<file path="src/rtl/ncc_peak_tracker.sv">
// ncc_peak_tracker
// Sums the ROWS per-row accumulators of the NCC PE array into one signed
// score per window position. It scans a SEARCH_W x SEARCH_H raster and reports
// the best (strictly greatest, earliest on ties) score and its coordinates.
//
// Ports:
//   clk, rst      : clock and synchronous active-high reset
//   start         : one-cycle pulse; begins a search (aborts one in progress)
//   accIn         : ROWS two's complement row accumulators
//   in_valid      : accIn carries the next raster position
//   in_ready      : tracker accepts accIn this cycle
//   result_valid  : best_* are valid (held until result_ready)
//   result_ready  : consumer takes the result
//   best_score    : best summed score, signed, ACC_W+$clog2(ROWS) bits
//   best_x/best_y : raster coordinates of best_score
// Optional feature, enabled by defining NCC_PEAK_THRESH_EN:
//   thresh        : signed threshold, sampled on start
//   peak_found    : best_score >= thresh, valid with result_valid
//
// Pipeline: input register (accept edge), group sums, total, compare.
module ncc_peak_tracker #(
    parameter int SEARCH_W = 32,
    parameter int SEARCH_H = 32,
    parameter int ROWS     = 16,
    parameter int ACC_W    = 8
) (
    input  logic                                   clk,
    input  logic                                   rst,
    input  logic                                   start,
    input  logic [ACC_W-1:0]                       accIn [ROWS-1:0],
    input  logic                                   in_valid,
    output logic                                   in_ready,
`ifdef NCC_PEAK_THRESH_EN
    input  logic signed [ACC_W+$clog2(ROWS)-1:0]   thresh,
    output logic                                   peak_found,
`endif
    output logic                                   result_valid,
    input  logic                                   result_ready,
    output logic signed [ACC_W+$clog2(ROWS)-1:0]   best_score,
    output logic [$clog2(SEARCH_W)-1:0]            best_x,
    output logic [$clog2(SEARCH_H)-1:0]            best_y
);
    localparam int SUM_W = ACC_W + $clog2(ROWS);
    localparam int XW    = $clog2(SEARCH_W);
    localparam int YW    = $clog2(SEARCH_H);
    localparam int GRP   = ROWS / 4;
    localparam logic signed [SUM_W-1:0] SUM_MIN = {1'b1, {(SUM_W-1){1'b0}}};

    typedef enum logic [1:0] {IDLE, ACCUM, DRAIN, DONE} state_t;

    state_t                  state_reg;
    logic                    in_ready_reg;
    logic                    result_valid_reg;
    logic [XW-1:0]           x_reg;
    logic [YW-1:0]           y_reg;

    // Pipeline registers with their valid bits and raster tags
    logic [ACC_W-1:0]        acc_reg [ROWS];
    logic                    v0_reg, v1_reg, v2_reg;
    logic [XW-1:0]           x0_reg, x1_reg, x2_reg;
    logic [YW-1:0]           y0_reg, y1_reg, y2_reg;
    logic signed [SUM_W-1:0] part_reg [4];
    logic signed [SUM_W-1:0] total_reg;

    // Running best and the registered result
    logic signed [SUM_W-1:0] best_reg;
    logic [XW-1:0]           bx_reg;
    logic [YW-1:0]           by_reg;
    logic signed [SUM_W-1:0] score_out_reg;
    logic [XW-1:0]           x_out_reg;
    logic [YW-1:0]           y_out_reg;

    logic signed [SUM_W-1:0] ext [ROWS];
    logic signed [SUM_W-1:0] part_next [4];
    logic signed [SUM_W-1:0] total_next;
    logic signed [SUM_W-1:0] best_next;
    logic [XW-1:0]           bx_next;
    logic [YW-1:0]           by_next;
    logic                    accept;
    logic                    last_pos;

    genvar gi;
    generate
        for (gi = 0; gi < ROWS; gi++) begin : g_ext
            assign ext[gi] = {{(SUM_W-ACC_W){acc_reg[gi][ACC_W-1]}}, acc_reg[gi]};
        end
    endgenerate

    always_comb begin
        for (int g = 0; g < 4; g++) begin
            part_next[g] = '0;
            for (int k = 0; k < GRP; k++) begin
                part_next[g] = part_next[g] + ext[g*GRP + k];
            end
        end
    end

    assign total_next = part_reg[0] + part_reg[1] + part_reg[2] + part_reg[3];

    // Strict greater-than keeps the earliest position on ties
    always_comb begin
        best_next = best_reg;
        bx_next   = bx_reg;
        by_next   = by_reg;
        if (v2_reg && (total_reg > best_reg)) begin
            best_next = total_reg;
            bx_next   = x2_reg;
            by_next   = y2_reg;
        end
    end

    // A start pulse in ACCUM wins over a simultaneous beat
    assign accept   = in_valid && in_ready_reg && !start;
    assign last_pos = (x_reg == XW'(SEARCH_W-1)) && (y_reg == YW'(SEARCH_H-1));

`ifdef NCC_PEAK_THRESH_EN
    logic signed [SUM_W-1:0] thresh_reg;
    logic                    peak_found_reg;
    assign peak_found = peak_found_reg;
`endif

    always_ff @(posedge clk) begin
        if (rst) begin
            state_reg        <= IDLE;
            in_ready_reg     <= 1'b0;
            result_valid_reg <= 1'b0;
            x_reg            <= '0;
            y_reg            <= '0;
            v0_reg           <= 1'b0;
            v1_reg           <= 1'b0;
            v2_reg           <= 1'b0;
            x0_reg           <= '0;
            y0_reg           <= '0;
            x1_reg           <= '0;
            y1_reg           <= '0;
            x2_reg           <= '0;
            y2_reg           <= '0;
            total_reg        <= '0;
            best_reg         <= '0;
            bx_reg           <= '0;
            by_reg           <= '0;
            score_out_reg    <= '0;
            x_out_reg        <= '0;
            y_out_reg        <= '0;
            for (int i = 0; i < 4; i++) part_reg[i] <= '0;
            for (int i = 0; i < ROWS; i++) acc_reg[i] <= '0;
`ifdef NCC_PEAK_THRESH_EN
            thresh_reg       <= '0;
            peak_found_reg   <= 1'b0;
`endif
        end else begin
            // Pipeline advances every cycle; valid bits mark live beats
            if (accept) begin
                for (int i = 0; i < ROWS; i++) acc_reg[i] <= accIn[i];
            end
            v0_reg    <= accept;
            x0_reg    <= x_reg;
            y0_reg    <= y_reg;
            v1_reg    <= v0_reg;
            x1_reg    <= x0_reg;
            y1_reg    <= y0_reg;
            for (int i = 0; i < 4; i++) part_reg[i] <= part_next[i];
            v2_reg    <= v1_reg;
            x2_reg    <= x1_reg;
            y2_reg    <= y1_reg;
            total_reg <= total_next;
            best_reg  <= best_next;
            bx_reg    <= bx_next;
            by_reg    <= by_next;

            case (state_reg)
                IDLE: begin
                    if (start) begin
                        state_reg    <= ACCUM;
                        in_ready_reg <= 1'b1;
                        x_reg        <= '0;
                        y_reg        <= '0;
                        best_reg     <= SUM_MIN;
`ifdef NCC_PEAK_THRESH_EN
                        thresh_reg   <= thresh;
`endif
                    end
                end
                ACCUM, DRAIN: begin
                    if (start) begin
                        // Abort: flush live beats and restart the raster
                        state_reg    <= ACCUM;
                        in_ready_reg <= 1'b1;
                        v0_reg       <= 1'b0;
                        v1_reg       <= 1'b0;
                        v2_reg       <= 1'b0;
                        x_reg        <= '0;
                        y_reg        <= '0;
                        best_reg     <= SUM_MIN;
`ifdef NCC_PEAK_THRESH_EN
                        thresh_reg   <= thresh;
`endif
                    end else if (state_reg == ACCUM) begin
                        if (accept) begin
                            if (x_reg == XW'(SEARCH_W-1)) begin
                                x_reg <= '0;
                                y_reg <= y_reg + 1'b1;
                            end else begin
                                x_reg <= x_reg + 1'b1;
                            end
                            if (last_pos) begin
                                state_reg    <= DRAIN;
                                in_ready_reg <= 1'b0;
                            end
                        end
                    end else if (!v0_reg && !v1_reg) begin
                        // Last beat is in the compare stage this edge
                        state_reg        <= DONE;
                        result_valid_reg <= 1'b1;
                        score_out_reg    <= best_next;
                        x_out_reg        <= bx_next;
                        y_out_reg        <= by_next;
`ifdef NCC_PEAK_THRESH_EN
                        peak_found_reg   <= (best_next >= thresh_reg);
`endif
                    end
                end
                DONE: begin
                    if (result_ready) begin
                        state_reg        <= IDLE;
                        result_valid_reg <= 1'b0;
                    end
                end
                default: state_reg <= IDLE;
            endcase
        end
    end

    assign in_ready     = in_ready_reg;
    assign result_valid = result_valid_reg;
    assign best_score   = score_out_reg;
    assign best_x       = x_out_reg;
    assign best_y       = y_out_reg;

endmodule

</file>
<file path="config.mk">
export PLATFORM = sky130hd
export DESIGN_NAME = ncc_peak_tracker
export DESIGN_NICKNAME = d
export VERILOG_FILES = /design/src/rtl/ncc_peak_tracker.sv
export SDC_FILE = /design/constraint.sdc
export NUM_CORES = 1
export LEC_CHECK = 0
export ABC_AREA = 1
export CORE_AREA = 4 4 162 164
export CTS_BUF_LIST = sky130_fd_sc_hd__clkbuf_8
export DETAILED_ROUTE_END_ITERATION = 12
export DIE_AREA = 0 0 166 168
export PLACE_DENSITY_LB_ADDON = 0.05
export SYNTH_ARGS = -nofsm -noshare
export SYNTH_HDL_FRONTEND = slang
export SYNTH_SLANG_ARGS = --single-unit
</file>
<file path="constraint.sdc">
create_clock -name clk -period 19.96 [get_ports clk]
set_input_delay 5.988 -clock clk [delete_from_list [all_inputs] [get_ports clk]]
set_output_delay 5.988 -clock clk [all_outputs]
set_load 0.01 [all_outputs]
</file>
; After elaboration in Yosys (flattened, before gate mapping)
; Memory sizes are Yosys's and may differ from the RTL's.
; Index checks and enable logic that the tools add are counted.
; W data, S select, Z words.
[totals]
ff_bits = 103
mem_bits_ro = 0
ram_bits = 176
output_inout_bits = 24
n_memories = 2
elab_cells = 166
inputBits = 133
latchBits = 0
[op_classes]
n_shift = 0
muxes = 67
n_bitwise = 22
n_reduce_logical = 19
eq_ne = 17
div = 0
n_lt_le_gt_ge = 1
multipliers = 0
n_addsub = 17
[memory_table]
columns = name, words, word_bits, rd, rd_clocked_by_memory_dff, wr, line
row1 = acc_reg, 16, 8, 16, 0, 16, 58  ; logic [ACC_W-1:0] acc_reg [ROWS];
row2 = part_reg, 4, 12, 4, 0, 4, 62  ; logic signed [SUM_W-1:0] part_reg [4];
[op_table]
columns = operator, count
row1 = $mux W8, 16
row2 = $mux W12, 7
row3 = $mux W5, 11
row4 = $add A10 B8 Y11, 4
row5 = $add A9 B8 Y10, 4
row6 = $add A12 B12 Y12, 3
row7 = $add A8 B8 Y9, 4
row8 = $mux W1, 21
row9 = $or A1 B1 Y1, 20
row10 = $pmux W5 S2, 2
row11 = $reduce_and A5 Y1, 4
row12 = $mux W2, 7
row13 = $gt A12 B12 Y1, 1
row14 = $ne A3 B3 Y1 const B, 4
row15 = $ne A4 B4 Y1 const B, 3
row16 = $add A5 B1 Y5 const B, 2
row17 = $eq A5 B5 Y1 const B, 2
row18 = $ne A2 B2 Y1 const B, 5
row19 = $reduce_and A4 Y1, 2
row20 = $pmux W2 S3, 1
row21 = $logic_and A1 B1 Y1, 5
row22 = $eq A2 B2 Y1 const B, 2
row23 = $pmux W1 S2, 2
row24 = $reduce_bool A2 Y1, 2
row25 = other kinds (6), 9

; Longest topological paths before layout
; Gate-level depths: netlist of the first run.
[depth]
ltp_word = 7
ltp_mapped = 16
ltp_nobuf = 15

; Worst setup path before layout of the first run
; OpenSTA, ideal clock, no wires.
[synth_path]
path_kind = input -> register
startpoint = input port in_valid
endpoint = memory acc_reg[0][0] (enable)
arrival_ps = 15041
setup_slack_ps = 4127
setup_time_ps = 792
cell_stages = 2
required_time_ps = 19168
path_buffers = 0
cell_sequence = nand2_1 o21ai_0
[synth_lines]
columns = item, line
row1 = start: declaration, 31  ; input logic in_valid,
row2 = end: declaration, 58

; Worst setup path after layout of the first run
[layout_path]
startpoint = register score_out_reg[8], in the netlist best_score[8]
endpoint = output port best_score[8]
[layout_lines]
columns = item, line
row1 = start: declaration, 69  ; logic signed [SUM_W-1:0] score_out_reg;
row2 = start signal: assignment, 215  ; score_out_reg <= best_next;
row3 = end: declaration, 39  ; output logic signed [ACC_W+$clog2(ROWS)-1:0] best_score,
; No word-level cell between the ends.

==> impl_metrics.json, run 1 <==
{
  "cp-end-kind": "primary output",
  "cts_buffers": 44,
  "portBuffers": 156,
  "synthArstFlopShare_pct": 0,
  "synth_area_um2": 14400,
  "fin_skew_ns": 0.0168,
  "drive_gt1_share_pct": 5.48,
  "cp_top_family": "buffers and inverters",
  "reg2reg_to": "part_reg[3][7]",
  "fmax_mhz": 134,
  "numClockSinks": 275,
  "tightest_slew_ns": 0.836,
  "power_mw": 2.24,
  "track_usage_pct": 18.2,
  "synth_flop_cell": "dfxtp_1",
  "crit_path_max_fanout": 2,
  "hold_start": "x0_reg[2]",
  "min_period_ns": 7.47,
  "grt_first_pass_wirelength_um": 43200,
  "initial_utilization_pct": 57.9,
  "cts_resized": 0,
  "critPathKind": "register to primary output",
  "cts_buffer_depth": 3,
  "startpoint_type": "register",
  "hp-class": "register to register",
  "first_global_vias": 9650,
  "crit_slowest_cell": "clkdlybuf4s50_1",
  "syn2layout_area_growth_pct": 18.9,
  "coreArea_um2": 24900,
  "cap_violations": 0,
  "yosysWarnings": 0,
  "cts.clk_slew.worst_paths_ns": 0.06,
  "gr-total-overflow": 0,
  "min_period_over_period_pct": 37.4,
  "dr.pass1.iters": 6,
  "cp.required_ns": 13.97,
  "timing.rr.start": "acc_reg[1][33]",
  "io_pins": 157,
  "finalSetupViolCount": 0,
  "crit_chain": "clkdlybuf4s50_1",
  "antenna_left": 0,
  "relSlewSlack_pct": 44.2,
  "diodes": 0,
  "cp.buffers_inverters": 1,
  "vias_per_cell": 4.64,
  "leakage_nw": 8.18,
  "drv_slew": 0,
  "synth_edf_count": 128,
  "crit_arrival_ns": 1.48,
  "synthTopCellsByCount": "inv_1, nor2_1, dfxtp_1",
  "place_congestion": 0.822,
  "die_area_um2": 27900,
  "cts_hold_buf": 0,
  "fin_util_pct": 68.9,
  "wl_per_cell_um": 11.8,
  "netlist_instances": 1584,
  "min_to": "x1_reg[2]",
  "first_iter_violations": 491,
  "post-cts-setup-buffers": 0,
  "grt_max_degree": 81,
  "syn_area_per_cell_um2": 9.10,
  "synth_nets": 1877,
  "whs_path_depth": 2,
  "die_h_um": 168,
  "rsz0062_at_grt": "false",
  "peakVddDrop_uv": 67.7,
  "cts_tree": "done",
  "dr_total_vias": 9820,
  "dieWidth_um": 166,
  "synth.distinct_cells": 35,
  "final_nets": 2045,
  "hold_violations": 0,
  "outcome": "complete, no violations",
  "std_cell_rows": 58,
  "drc": 0,
  "yosys.area.top_type": "edfxtp_1",
  "p_per_area_nw_per_um2": 131,
  "wirelength_um": 24900,
  "tns_ns": 0,
  "yosysMostFrequentCell": "inv_1",
  "synth.top_cell.area_share_pct": 26.7,
  "reg2reg_depth": 14,
  "dp_hpwl_um": 18000,
  "cpPeakStageDelay_ns": 0.56,
  "antenna_found_initial": 0,
  "synth.area.top_cells": "edfxtp_1, dfxtp_1, fa_1",
  "largest_reg_flops": 128,
  "regToRegSetupSlack_ns": 16.76,
  "root_buffer": "clkbuf_8",
  "clock_latency_ns": 0.55,
  "synth-seq-area-share_pct": 47.1,
  "synth-seq-cells": 275,
  "cts.htree.levels": 2
}
## how the worst max path moves through the flow
stage | startpoint | endpoint | slack, ns | cells after the start
2_1_floorplan | in_valid | acc_reg[0][0] | 4.13 | 2
3_3_place_gp | start | acc_reg[1][32] | 12.08 | 3
3_5_place_dp | start | acc_reg[0][16] | 11.98 | 5
4_1_cts | best_score[8] | best_score[8] | 12.46 | 1
5_1_grt | best_score[8] | best_score[8] | 12.44 | 1
6_report | best_score[8] | best_score[8] | 12.49 | 1
## worst reg2reg max path, stage by stage, from the launching register on
cell      delay [ns]
edfxtp_1        0.33
inv_1           0.06
fa_1            0.56
fa_1            0.42
inv_1           0.07
ha_1            0.16
inv_1           0.06
fa_1            0.46
o31ai_1         0.44
nand2_1         0.09
nand2_1         0.08
a21oi_1         0.07
nand2_1         0.06
nand2_1         0.04
nor2_1          0.20
## metal layers
metal  global-route usage, %  share of wire [%]  up-vias
li1                        -                  -     5148
met1                    23.4                 45     4444
met2                    31.6                 48      182
met3                    3.85                4.7       46
met4                    4.99                2.0        0
met5                       0                  0        -
## layout make-up
class / count / area (µm²)
fill: 2018 / 7740
tap: 330 / 413
inverter: 475 / 1780
timing repair buffer: 162 / 1600
sequential: 275 / 6790
multi-input combinational: 794 / 5680
clock buffer: 50 / 688
clock inverter: 32 / 193
## cells in the final DEF (no fill, tap or decap), types with 2 or more instances in the layout
master	synthesis	layout
inv_1	468	486
nor2_1	202	202
clkdlybuf4s50_1	0	155
dfxtp_1	147	147
nand2_1	137	137
edfxtp_1	128	128
a21oi_1	98	98
fa_1	90	90
ha_1	70	70
o21ai_0	53	52
clkbuf_8	0	50
nand3_1	36	36
o21a_1	31	31
nand4_1	31	31
nand2_2	13	13
inv_2	7	8
buf_4	2	7
o31ai_1	5	5
nor3_1	4	4
a31oi_1	4	4
clkinv_2	0	4
clkinv_1	0	4
o21bai_1	3	3
xnor2_1	3	3
inv_6	0	3
nand3_2	2	2
o2111ai_1	2	2
xor2_1	2	2
bufinv_16	0	2
## cell families (layout without fill, tap and decap cells)
group / count (synthesis) / in the layout / synth area share [%]
compound gates: 199 / 199 / 7.78
flops: 275 / 275 / 47.1
xor+xnor: 5 / 5 / 0.304
fa+ha+maj: 160 / 160 / 18.6
simple gates: 430 / 430 / 12.7
buf+inv: 515 / 719 / 13.6
## through the flow
| stage | hold slack, ns | instance area [µm²] | std cells | setup WS (ns) |
|---|---|---|---|---|
| finish | 0.398 | 17100 | 2118 | 12.49 |
| global route | 0.412 | 17100 | 2118 | 12.44 |
| CTS | 0.400 | 17100 | 2118 | 12.46 |
| detailed placement | 0.392 | 16300 | 2036 | 11.98 |
| global placement | 0.390 | 16300 | 2036 | 12.08 |
| floorplan | 0.388 | 14400 | 1584 | 4.13 |
## report_power, final
part / switching, mW / internal [mW]
Clock: 0.215 / 0.257
Sequential: 0.0442 / 0.699
Combinational: 0.615 / 0.413
Total: 0.874 / 1.37
(Power assumes the default switching activity.)
==> run 2: changes to the inputs <==
- clock period: 19.96 -> 6.91 ns (I/O delays scaled with it)
==> run 2 against run 1 <==
  * Sequential cell count stayed put
  * Register-to-register slack worse by 13 ns
  * Via count grew 1.3%
  * Critical path type is now input port to register
  * Highest routed layer unchanged
==> impl_metrics.json, run 2 (synthesis results as in run 1) <==
{
  "cp.buffers_inverters": 2,
  "tightest_slew_ns": 0.924,
  "initial_utilization_pct": 57.9,
  "fmax_mhz": 268,
  "cpPeakStageDelay_ns": 0.60,
  "drv_slew": 0,
  "dieWidth_um": 166,
  "dr_total_vias": 9947,
  "cts_buffers": 45,
  "dp_slack_ns": 2.65,
  "crit_arrival_ns": 3.91,
  "layout_setup_ws_ns": 3.18,
  "first_iter_violations": 460,
  "place_congestion": 0.832,
  "relSlewSlack_pct": 38.4,
  "wirelength_um": 25000,
  "crit_start": "start",
  "crit_path_max_fanout": 114,
  "wl_per_cell_um": 11.8,
  "coreArea_um2": 24900,
  "critPathKind": "input port to register",
  "io_pins": 157,
  "final_nets": 2045,
  "cts_resized": 0,
  "layout_common_cells": "inv_1, nor2_1, clkdlybuf4s50_1",
  "diodes": 0,
  "instances_no_fill": 2117,
  "tns_ns": 0,
  "finalSetupViolCount": 0,
  "crit_slowest_cell": "o21ai_4",
  "largest_reg_flops": 128,
  "antenna_found_initial": 0,
  "rsz0062_at_grt": "false",
  "cp-end-kind": "register",
  "outcome": "complete, no violations",
  "cp.required_ns": 7.09,
  "mostFrequentLayoutCell": "inv_1",
  "cts_buffer_depth": 3,
  "die_h_um": 168,
  "peakVddDrop_uv": 220,
  "drc": 0,
  "grt_first_pass_wirelength_um": 43600,
  "first_global_vias": 9880,
  "placed_cells": 2035,
  "power_mw": 6.51,
  "track_usage_pct": 18.5,
  "cts_hold_buf": 0,
  "fin_util_pct": 69.0,
  "clock_latency_ns": 0.57,
  "hp-class": "register to register",
  "crit_chain": "clkdlybuf4s50_1 -> o21ai_4 -> buf_12",
  "cts.clk_slew.worst_paths_ns": 0.06,
  "root_buffer": "clkbuf_8",
  "die_area_um2": 27900,
  "dp_hpwl_um": 18000,
  "portBuffers": 156,
  "fin_skew_ns": 0.0233,
  "std_cell_rows": 58,
  "syn2layout_area_growth_pct": 19.2,
  "fill_cells": 2047,
  "cap_violations": 0,
  "vias_per_cell": 4.70,
  "numClockSinks": 275,
  "cp_top_family": "buffers and inverters",
  "hold_violations": 0,
  "dr.pass1.iters": 5,
  "cts_tree": "done",
  "antenna_left": 0,
  "cts.htree.levels": 2,
  "min_period_over_period_pct": 54.0,
  "min_period_ns": 3.73,
  "gr-total-overflow": 0,
  "grt_max_degree": 115,
  "hold_start": "y1_reg[4]",
  "timing.rr.start": "acc_reg[1][33]",
  "drive_gt1_share_pct": 5.54,
  "leakage_nw": 8.20,
  "p_per_area_nw_per_um2": 379,
  "startpoint_type": "input port",
  "post-cts-setup-buffers": 0
}
==> run 2: cell count changes in the layout (fill, tap and decap cells not counted) <==
cell       before  now
clkinv_1        4    0
inv_1         486  488
buf_12          0    1
clkbuf_8       50   55
clkinv_8        0    1
buf_4           7    5
bufinv_16       2    1
clkinv_2        4    2
inv_6           3    1
inv_8           0    1
==> run 2: final timing paths <==
path	end	slack (ns)	cells after the start
max	acc_reg[1][16]	3.18	3
min	y2_reg[4]	0.40	2
max reg2reg	part_reg[3][7]	3.64	14
min reg2reg	y2_reg[4]	0.40	2
==> run 2: layout make-up <==
class / count / area (µm²) / share of cell area, %
Timing Repair Buffer: 161 / 1610 / 9.36
Multi-Input combinational cell: 794 / 5680 / 33.1
Sequential cell: 275 / 6790 / 39.5
Tap cell: 330 / 413 / 2.40
Clock inverter: 27 / 155 / 0.903
Inverter: 475 / 1780 / 10.4
Clock buffer: 55 / 757 / 4.41
==> run 2: worst min-delay path: stages (launching register included) <==
cell and delay (ns):
dfxtp_1 0.29, inv_1 0.04, nor2_1 0.03
==> run 2: routing by layer <==
metal / GRT usage [%] / wire [µm] / part of all wire, % / up-vias
met5: 0 / 0 / 0 / -
met4: 5.42 / 516 / 2.1 / 0
met3: 3.94 / 1230 / 4.9 / 38
met2: 32.1 / 12200 / 49 / 177
met1: 23.7 / 11100 / 44 / 4584
li1: - / - / - / 5148
==> run 2: power breakdown <==
group	internal (mW)	leakage (nW)	switching [mW]
Combinational	1.20	5.12	1.77
Sequential	2.02	2.53	0.130
Clock	0.762	0.547	0.626
==> run 2: stage by stage <==
step | hold WS, ns | instance area [µm²]
CTS | 0.398 | 17200
detailed placement | 0.393 | 16300
floorplan | 0.388 | 14400
global placement | 0.390 | 16300
global route | 0.405 | 17200
finish | 0.396 | 17200
==> run 3: changes to the inputs <==
- CORE_AREA: 4 4 162 164 -> 4 4 170 172
- DIE_AREA: 0 0 166 168 -> 0 0 174 176
- clock period: 6.91 -> 3.1 ns (I/O delays scaled with it)
==> run 3 against run 2 <==
  * Total power increased by 130%
  * Clock skew down 0.0018 ns
  * Largest cell class unchanged
  * Sequential power up 120%
  * Largest power group unchanged
  * Via count is 0.11% lower
  * Critical endpoint is now total_reg[9]
==> impl_metrics.json, run 3 (synthesis results as in run 1) <==
{
  "cts.htree.levels": 2,
  "finalSetupViolCount": 0,
  "numClockSinks": 275,
  "clkPwrFrac_pct": 21.5,
  "placed_cells": 2057,
  "first_global_vias": 9844,
  "reg2reg_depth": 11,
  "outcome": "complete, no violations",
  "post_dp_cell_area_um2": 16400,
  "dp_hpwl_um": 18100,
  "gr-total-overflow": 0,
  "fin_util_pct": 63.3,
  "timing.rr.start": "part_reg[3][4]",
  "cpMostUsedCell": "a21oi_1",
  "startpoint_type": "register",
  "layout_common_cells": "inv_1, nor2_1, clkdlybuf4s50_1",
  "cpPeakStageDelay_ns": 0.51,
  "drive_gt1_share_pct": 6.41,
  "cp.buffers_inverters": 2,
  "track_usage_pct": 16.9,
  "antenna_left": 0,
  "root_buffer": "clkbuf_8",
  "largest_reg_flops": 128,
  "dr.pass1.iters": 5,
  "power_mw": 14.7,
  "post-cts-setup-buffers": 0,
  "io_pins": 157,
  "min_period_ns": 2.86,
  "wirelength_um": 25100,
  "min_period_over_period_pct": 92.3,
  "first_iter_violations": 489,
  "cts_buffers": 46,
  "p_per_area_nw_per_um2": 847,
  "place_congestion": 0.833,
  "mostFrequentLayoutCell": "inv_1",
  "fin_skew_ns": 0.0215,
  "portBuffers": 156,
  "cts.clk_slew.worst_paths_ns": 0.06,
  "cts_hold_buf": 0,
  "relSlewSlack_pct": 65.3,
  "crit_start": "part_reg[3][4]",
  "leakage_nw": 8.25,
  "fmax_mhz": 349,
  "instances_no_fill": 2140,
  "drv_slew": 0,
  "cp-end-kind": "register",
  "grt_max_degree": 112,
  "rsz0062_at_grt": "false",
  "regToRegSetupSlack_ns": 0.24,
  "swShare_pct": 38.9,
  "antenna_found_initial": 0,
  "crit_arrival_ns": 3.27,
  "initial_utilization_pct": 52.5,
  "crit_slowest_cell": "fa_1",
  "final_nets": 2052,
  "crit_path_max_fanout": 5,
  "seq_power_share_pct": 32.5,
  "syn2layout_area_growth_pct": 20.6,
  "crit_chain": "inv_1 -> fa_1 -> fa_1 -> inv_1 -> ha_1 -> a21oi_1 -> o21ai_0 -> a21oi_1 -> o21bai_1 -> o21ai_0 -> a21oi_1",
  "grt_first_pass_wirelength_um": 43800,
  "tns_ns": 0,
  "postLayoutCellArea_um2": 17400,
  "clock_latency_ns": 0.55,
  "cts_tree": "done",
  "cp.required_ns": 3.51,
  "hp-class": "register to register",
  "coreArea_um2": 27500,
  "cts_resized": 0,
  "diodes": 0,
  "dp_slack_ns": 0.0598,
  "vias_per_cell": 4.64,
  "peakVddDrop_uv": 478,
  "die_h_um": 176,
  "std_cell_rows": 61,
  "reg2reg_to": "total_reg[9]",
  "critPathKind": "register to register",
  "holdWs_ns": 0.397,
  "die_area_um2": 30600,
  "cp_top_family": "adder cells",
  "cp_num_cells": 11,
  "tightest_slew_ns": 0.520,
  "dr_total_vias": 9936,
  "intPower_mw": 9.00,
  "fill_cells": 2402,
  "layout_setup_ws_ns": 0.238,
  "p_comb_share_pct": 46.0,
  "p_switching_mw": 5.73,
  "cap_violations": 0,
  "drc": 0,
  "cp-endpoint": "total_reg[9]",
  "wl_per_cell_um": 11.7,
  "dieWidth_um": 174,
  "hold_violations": 0,
  "cts_buffer_depth": 3
}
run 3: cell types whose count changed in the layout (fill, tap and decap cells not counted), moves of 3 or more:
| cell | change |
|---|---|
| o31ai_4 | +3 |
| o31ai_1 | -4 |
| inv_1 | -5 |
| buf_12 | +4 |
| clkbuf_8 | +3 |
| clkinv_1 | +3 |
run 3: how the worst min path moves through the flow:
stage	to	start	depth (start not counted)
after global routing	x2_reg[3]	x1_reg[3]	2
after global placement	x2_reg[3]	x1_reg[3]	2
after floorplan	x1_reg[0]	x0_reg[0]	2
after detailed placement	x2_reg[3]	x1_reg[3]	2
after CTS	x1_reg[2]	x0_reg[2]	2
final	x1_reg[2]	x0_reg[2]	2
run 3: power groups by stage:
stage               Combinational, mW  Clock [mW]  Sequential (mW)
finish                           6.78        3.17             4.79
floorplan                        5.01           0             4.83
global placement                 6.62           0             4.85
CTS                              6.76        3.28             4.79
global route                     7.94        3.45             4.86
detailed placement               6.72           0             4.87
run 3: worst min-delay path, stage by stage (launching register included):
cell and delay [ns]:
dfxtp_1 0.29, inv_1 0.04, nor2_1 0.03
run 3: metal layers:
metal	vias up	GRT usage (%)	wire length (µm)
li1	5179	-	-
met1	4553	22.1	11400
met2	171	29.1	12100
met3	33	3.40	1210
met4	0	4.65	408
met5	-	0	0
run 3: cell type report:
type                       count  area (µm²)  area share (%)
multi-input combinational    794        5750            33.1
clock inverter                25         135           0.777
tap                          346         433            2.49
clock buffer                  58         798            4.59
inverter                     475        1780            10.3
sequential                   275        6790            39.0
timing repair buffer         167        1700            9.80
